## config.mk

```make
export PLATFORM = sky130hd
export DESIGN_NAME = coin_sprite_arbiter
export DESIGN_NICKNAME = d
export VERILOG_FILES = /design/src/rtl/coin_sprite_arbiter.sv
export SDC_FILE = /design/constraint.sdc
export NUM_CORES = 1
export LEC_CHECK = 0
export CORE_AREA = 2 2 82 84
export DETAILED_ROUTE_END_ITERATION = 10
export DIE_AREA = 0 0 84 86
export PLACE_DENSITY = 0.9
export SLEW_MARGIN = 20
export SYNTH_ARGS = -nofsm -noshare
export SYNTH_HDL_FRONTEND = slang
export SYNTH_SLANG_ARGS = --single-unit
```

## constraint.sdc

```tcl
create_clock -name Clk -period 5.7 [get_ports Clk]
set_input_delay 0.855 -clock Clk [delete_from_list [all_inputs] [get_ports Clk]]
set_output_delay 0.855 -clock Clk [all_outputs]
set_load 0.03 [all_outputs]
```

## src/rtl/coin_sprite_arbiter.sv

```systemverilog
// Round-robin arbiter sharing one coin sprite ROM among NUM_REQ pixel requesters,
// with a frame-tick animation sequencer. Define COIN_ARB_PINGPONG_EN for 0-1-2-3-2-1 ping-pong frames.
module coin_sprite_arbiter #(
  parameter int NUM_REQ     = 4,
  parameter int FRAME_TICKS = 8,
  parameter int SPR_DIM     = 20
) (
  input  logic                 Clk,
  input  logic                 Reset_n,
  input  logic                 frame_tick,
  input  logic                 anim_en,
  input  logic [NUM_REQ-1:0]   req,
  input  logic [NUM_REQ*5-1:0] req_col,
  input  logic [NUM_REQ*5-1:0] req_row,
  output logic [NUM_REQ-1:0]   grant,
  output logic [8:0]           rom_addr,
  output logic [1:0]           rom_frame,
  input  logic [23:0]          rom_color,
  output logic                 rsp_valid,
  output logic [2:0]           rsp_id,
  output logic [23:0]          rsp_color,
  output logic                 rsp_transparent
);

  localparam logic [23:0] KEY_COLOR = 24'h800080;
  localparam logic [5:0]  DIM6      = 6'(SPR_DIM);
  localparam logic [7:0]  TC_LAST   = 8'(FRAME_TICKS - 1);
  localparam logic [2:0]  ID_LAST   = 3'(NUM_REQ - 1);

  logic [2:0] ptr;
  logic [2:0] gnt_id;
  logic       gnt_any;
  logic [4:0] gnt_col;
  logic [4:0] gnt_row;
  logic       oor;
  logic [8:0] addr_full;
  logic [7:0] tcnt, tcnt_nxt;
  logic [1:0] frame, frame_nxt;

  // Two passes: first asserted req at or above ptr, otherwise wrap to the lowest one.
  always_comb begin
    gnt_any = 1'b0;
    gnt_id  = '0;
    for (int i = 0; i < NUM_REQ; i++) begin
      if (!gnt_any && req[i] && (i >= int'(ptr))) begin
        gnt_any = 1'b1;
        gnt_id  = 3'(i);
      end
    end
    for (int i = 0; i < NUM_REQ; i++) begin
      if (!gnt_any && req[i]) begin
        gnt_any = 1'b1;
        gnt_id  = 3'(i);
      end
    end
  end

  always_comb begin
    grant   = '0;
    gnt_col = '0;
    gnt_row = '0;
    for (int i = 0; i < NUM_REQ; i++) begin
      if (gnt_any && (gnt_id == 3'(i))) begin
        grant[i] = 1'b1;
        gnt_col  = req_col[5*i +: 5];
        gnt_row  = req_row[5*i +: 5];
      end
    end
  end

  assign oor       = ({1'b0, gnt_col} >= DIM6) || ({1'b0, gnt_row} >= DIM6);
  assign addr_full = 9'(gnt_row) * 9'(SPR_DIM) + 9'(gnt_col);
  assign rom_addr  = (gnt_any && !oor) ? addr_full : '0;
  assign rom_frame = frame;

  always_ff @(posedge Clk or negedge Reset_n) begin
    if (!Reset_n) begin
      ptr             <= '0;
      rsp_valid       <= 1'b0;
      rsp_id          <= '0;
      rsp_color       <= '0;
      rsp_transparent <= 1'b0;
    end else begin
      rsp_valid <= gnt_any;
      if (gnt_any) begin
        ptr             <= (gnt_id == ID_LAST) ? 3'd0 : gnt_id + 3'd1;
        rsp_id          <= gnt_id;
        rsp_color       <= oor ? 24'h0 : rom_color;
        rsp_transparent <= oor || (rom_color == KEY_COLOR);
      end
    end
  end

`ifdef COIN_ARB_PINGPONG_EN
  logic dir_down, dir_down_nxt;

  always_comb begin
    tcnt_nxt     = tcnt;
    frame_nxt    = frame;
    dir_down_nxt = dir_down;
    if (frame_tick && anim_en) begin
      if (tcnt == TC_LAST) begin
        tcnt_nxt = '0;
        if (!dir_down) begin
          if (frame == 2'd3) begin
            frame_nxt    = 2'd2;
            dir_down_nxt = 1'b1;
          end else begin
            frame_nxt = frame + 2'd1;
          end
        end else begin
          if (frame == 2'd0) begin
            frame_nxt    = 2'd1;
            dir_down_nxt = 1'b0;
          end else begin
            frame_nxt = frame - 2'd1;
          end
        end
      end else begin
        tcnt_nxt = tcnt + 8'd1;
      end
    end
  end

  always_ff @(posedge Clk or negedge Reset_n) begin
    if (!Reset_n) begin
      tcnt     <= '0;
      frame    <= '0;
      dir_down <= 1'b0;
    end else begin
      tcnt     <= tcnt_nxt;
      frame    <= frame_nxt;
      dir_down <= dir_down_nxt;
    end
  end
`else
  always_comb begin
    tcnt_nxt  = tcnt;
    frame_nxt = frame;
    if (frame_tick && anim_en) begin
      if (tcnt == TC_LAST) begin
        tcnt_nxt  = '0;
        frame_nxt = frame + 2'd1;
      end else begin
        tcnt_nxt = tcnt + 8'd1;
      end
    end
  end

  always_ff @(posedge Clk or negedge Reset_n) begin
    if (!Reset_n) begin
      tcnt  <= '0;
      frame <= '0;
    end else begin
      tcnt  <= tcnt_nxt;
      frame <= frame_nxt;
    end
  end
`endif

endmodule

```

# --- After elaboration in Yosys (flattened, before gate mapping) ---
# Index checks and enable logic that the tools add are counted.
word_totals:
  regBits: 42
  input_bits: 72
  output_inout_bits: 44
  wordCells: 83
classes:
  add_sub_neg: 4
  mul: 1
  order_cmp: 6
  n_eq_ne: 5
  muxes: 31
  n_reduce_logical: 29
op_table:
  columns: ["op", "count"]
  rows:
  - ["$mux 5", 8]
  - ["$eq 24x24->1 const B", 1]
  - ["$mux 24", 1]
  - ["$mux 3", 6]
  - ["$logic_and 1x1->1", 17]
  - ["$mux 1", 13]
  - ["$ge 5x5->1 const B", 2]
  - ["$add 9x5->9", 1]
  - ["$mux 9", 1]
  - ["$add 8x1->8 const B", 1]
  - ["$eq 8x3->1 const B", 1]
  - ["$logic_not 1->1", 8]
  - ["$mux 8", 1]
  - ["$mul 5x3->7 const B", 1]
  - ["$eq 3x2->1 const B", 2]
  - ["$ge 1x3->1 const A", 2]
  - ["$ge 2x3->1 const A", 2]
  - ["$add 3x1->3 const B", 1]
  - ["$eq 3x1->1 const B", 1]
  - ["$logic_not 3->1", 1]
  - ["$add 2x1->2 const B", 1]
  - ["$logic_or 1x1->1", 2]
  - ["$mux 2", 1]
  - ["$reduce_and 2->1", 1]

# --- Depth between registers and ports, before layout ---
depth:
  depth_word: 38
  mapped_depth: 23
  depth_no_buf: 21

# --- Worst setup path after synthesis ---
# OpenSTA, ideal clock, no wires.
synth_path:
  kind: "input-to-output"
  from: "in req[1]"
  to: "out rom_addr[8]"
  t_arrival_ps: 4864
  required_ps: 4845
  path_slack_ps: -19
  stages: 20
  cell_sequence: "buf_2 -> nor2_1 -> o21ai_0 -> o21ai_0 -> a21oi_1 -> ha_1 -> nand2_1 -> inv_2 -> clkbuf_1 -> a211oi_1 -> a21o_1 -> ha_1 -> ha_1 -> inv_1 -> fa_1 -> nor2_1 -> o21ai_0 -> o221a_2 -> nand2b_1 -> a21oi_1"
synth_between:
  elab_chain_cells: 34
  word_cells_on_any_way: 54
  cone_classes: "1 x add/sub; 1 x mul; 2 x order compare; 3 x eq/ne; 23 x mux; 24 x reduce/logical"
synth_lines:
  columns: ["element", "line", "source"]
  rows:
  - ["start, declared", "12", "input logic [NUM_REQ-1:0] req,"]
  - ["parallel branches: the longest is 33 deep, another holds $logic_and 1x1->1", null, null]
  - ["$mux 9 *", "73", "assign rom_addr = (gnt_any && !oor) ? addr_full : '0;"]
  - ["end, declared", "16", "output logic [8:0] rom_addr,"]
# Mark *: on every way between the ends.

# --- Worst setup path in the final report ---
layout_path:
  from: "in req[3]"
  to: "out rom_addr[8]"
layout_between:
  elab_chain_cells: 26
  word_cells_on_any_way: 44
  cone_classes: "1 x add/sub; 1 x mul; 2 x order compare; 3 x eq/ne; 19 x mux; 18 x reduce/logical"
layout_lines:
  columns: ["element", "line", "source"]
  rows:
  - ["$logic_and 1x1->1 (2 in series)", "45", "if (!gnt_any && req[i] && (i >= int'(ptr))) begin"]
  - ["$mux 1", "45", null]
  - ["$logic_not 1->1", "51", "if (!gnt_any && req[i]) begin"]
  - ["$logic_and 1x1->1", "51", null]
  - ["$mux 1", "51", null]
  - ["$logic_not 1->1", "51", null]
  - ["$logic_and 1x1->1", "51", null]
  - ["$mux 1", "51", null]
  - ["$logic_not 1->1", "51", null]
  - ["$logic_and 1x1->1", "51", null]
  - ["$mux 1", "51", null]
  - ["$logic_not 1->1", "51", null]
  - ["$logic_and 1x1->1", "51", null]
  - ["$mux 3 *", "51", null]
  - ["named net gnt_id[1]", "31", "logic [2:0] gnt_id;"]
  - ["parallel branches: the longest is 10 deep, another holds $add 9x5->9", null, null]
  - ["$mux 9 *", "73", null]
# Mark *: on every way through the listed nets, which the timed path passes.

==> metrics <==
area of the multi-input gates 1555 µm²; Post-Place Worst Slack -0.1524 ns; initial core utilization 0.4222; I/O Buffers 114; Critical Path AT 4.69 ns; vias in the first global route 2902; flops & latches, synth 40; diode count 0; Pins Over Slew Limit 0; clk root buf clkbuf_8; Placed Area 4030 µm²; Most used DFF post-synth dfrtp_1; H-tree levels 2; Hold Crit Start tcnt[7]; total grt overflow 0; Worst R2R Path Depth 15; clock sink count 40; Final Hold Viols 0; CP Class primary input to output port; Fmax achieved 0.1804 GHz; peak supply drop 0.4061 mV; Leakage 1.893 nW; # Max-Cap Violations 0; skew final 0.007509 ns; Via-to-Cell Ratio 5.292; sequential cell area 1001 µm²; # fillers 514; Die Wd 84 µm; Final ANT Viol Nets 0; antenna violations before repair 0; fin util 0.6739; most frequent cells in the layout clkdlybuf4s50_1, nand2_1, dfrtp_1, buf_4, o21ai_1; synth warn 0; startpoint type of the worst setup path primary input; commonest non-fill, non-tap cell in the layout clkdlybuf4s50_1; setup ws final 0.1574 ns; R2R Path Start ptr[1]; Hold Path Class flip-flop to flip-flop; Post-synth EDFFs 0; Routed wire per std cell 14.54 µm; Critical Path RT 4.85 ns; fraction of registers with async set/reset 1.000; Clk Latency, worst-skew pair 0.28 ns; layout cells sized above 1 0.1586; status finished clean; CTS tree yes; FP Rows 29; Mapped Nets 406; placer congestion estimate 0.8684; final setup fails 0; Max FO, Critical Path 8; Final period util 0.9724; Max-slew headroom 0.4163; nature of the critical path endpoint output port; Nets 539; first-pass GRT wire length 12.99 mm; DP HPWL 6.006 mm; Synth Area per Inst 8.281 µm²; sequential share of the synthesized area 0.3777; Critical Path Source req[3]; Yosys cell types 51; final instance area 4230 µm²; iteration count of the initial detailed-routing pass 4; Total Routing Usage GR 0.2147; core area 6277 µm²; top cells by area in the synthesized netlist dfrtp_1, nand2_1, ha_1; die height 86 µm; CTS clk-pin slew, worst paths 0.07 ns; 1st-iter DRT viols 70; largest net degree at the start of global routing 41; vias 2810; num ports 116; Clock Path Buffers 2; Yosys top cell by area dfrtp_1; Post-Syn Area 2650 µm²; Post-Route WL 7.721 mm; top cell type's share of synthesized area 0.3777; cts hold-fix bufs 0; Final min period 5.543 ns; power density cells 610.4 nW/µm²; Mapped Cells 320; number of buffers created by CTS 5; area delta synth->final 59.63%; die area 7224 µm²; worst slew pin tran 0.8755 ns; hold path cells 1; DRC violations left 0
## path summary, 6_finish.rpt
| kind | to | slack (ns) |
|---|---|---|
| min reg2reg | tcnt[7] | 0.48 |
| max reg2reg | rsp_transparent | 2.42 |
| max in group asynchronous | rsp_color[13] | 4.46 |
| min in group asynchronous | rsp_color[19] | 0.69 |
| max | rom_addr[8] | 0.16 |
| min | tcnt[7] | 0.48 |
## critical path, cell delays in order
cell and delay, ns:
clkdlybuf4s50_1 0.47, nand3b_1 0.12, o21ai_2 0.06, a221oi_2 0.25
inv_1 0.10, ha_2 0.18, and2_4 0.16, and3_1 0.18
a21oi_2 0.13, a211oi_2 0.09, a21o_1 0.17, ha_1 0.30
ha_2 0.19, inv_2 0.06, fa_2 0.45, nor2_2 0.13
o21ai_0 0.09, o221a_2 0.28, nand2b_4 0.14, a21oi_2 0.12
buf_6 0.15
## state kept, by name, indices dropped and copies added, names as in the netlist
name	count
ptr	2
rom_frame	2
rsp_color	24
rsp_id	2
rsp_transparent	1
rsp_valid	1
tcnt	8
## area by class of cell
cell class | instances | area share
tap | 77 | 0.02277
multi-input combinational | 247 | 0.3676
clock inverter | 1 | 0.007098
sequential | 40 | 0.2366
clock buffer | 7 | 0.02277
inverter | 16 | 0.01420
timing repair buffer | 143 | 0.3289
## per-layer routing
metal / track usage / up-vias / part of all wire
met3: 0.05582 / 11 / 0.080
met2: 0.3935 / 126 / 0.50
met1: 0.2494 / 1298 / 0.41
li1: - / 1375 / -
met4: 0.05718 / 0 / 0.010
met5: 0 / - / 0
## cell usage after synthesis, types with 2 or more instances
library cell,count
xnor2_1,9
a21o_1,6
inv_1,13
xor2_1,3
o21a_1,3
dfrtp_1,40
fa_1,2
nor2b_1,5
o211ai_1,2
a221oi_1,2
nor3_2,3
nor4_1,5
nand2_1,70
a211oi_1,3
nand3_1,6
o21ai_1,25
inv_2,3
nand4_1,2
a21oi_1,16
a31oi_1,4
nor3b_1,2
o21ai_0,15
nor4b_1,2
nor2_1,18
ha_1,12
and3_1,8
a211o_1,2
clkbuf_1,9
buf_2,6
a311oi_1,2
and2_1,2
## logic make-up (layout without fill, tap and decap cells)
| family | after synthesis | in the layout | share of synthesized area |
|---|---|---|---|
| AOI/OAI and AO/OA | 87 | 87 | 0.2068 |
| xor gates and xnor gates | 12 | 12 | 0.03966 |
| adders and majority gates | 14 | 14 | 0.07176 |
| buffers and inverters | 33 | 167 | 0.05383 |
| DFF | 40 | 40 | 0.3777 |
| muxes | 2 | 2 | 0.008026 |
| other | 1 | 1 | 0.001415 |
| and+or+nand+nor | 131 | 131 | 0.2408 |
## through the flow
stage / hold slack (ns) / TNS [ns] / std cells / power (mW)
detailed placement: 0.4636 / -0.1865 / 520 / 2.285
finish: 0.4770 / 0 / 531 / 2.582
global route: 0.4942 / -0.004876 / 531 / 2.760
CTS: 0.4804 / 0 / 529 / 2.551
global placement: 0.4642 / 0 / 520 / 2.240
floorplan: 0.4468 / 0 / 320 / 1.505
## repair_timing
item | in CTS | in global routing
resized for setup | 4 | 16
pin swaps | 2 | 6
buffers inserted | 1 | 2
endpoints found under the setup margin | 2 | 3
## power breakdown
part | switching, mW | internal, mW | leakage (nW) | total (mW)
logic | 0.982 | 0.862 | 1.33 | 1.84
registers | 0.0899 | 0.403 | 0.500 | 0.493
clock network | 0.0911 | 0.154 | 0.0645 | 0.246
total | 1.16 | 1.42 | 1.89 | 2.58
Note: power is estimated with default switching activity, not from simulation.
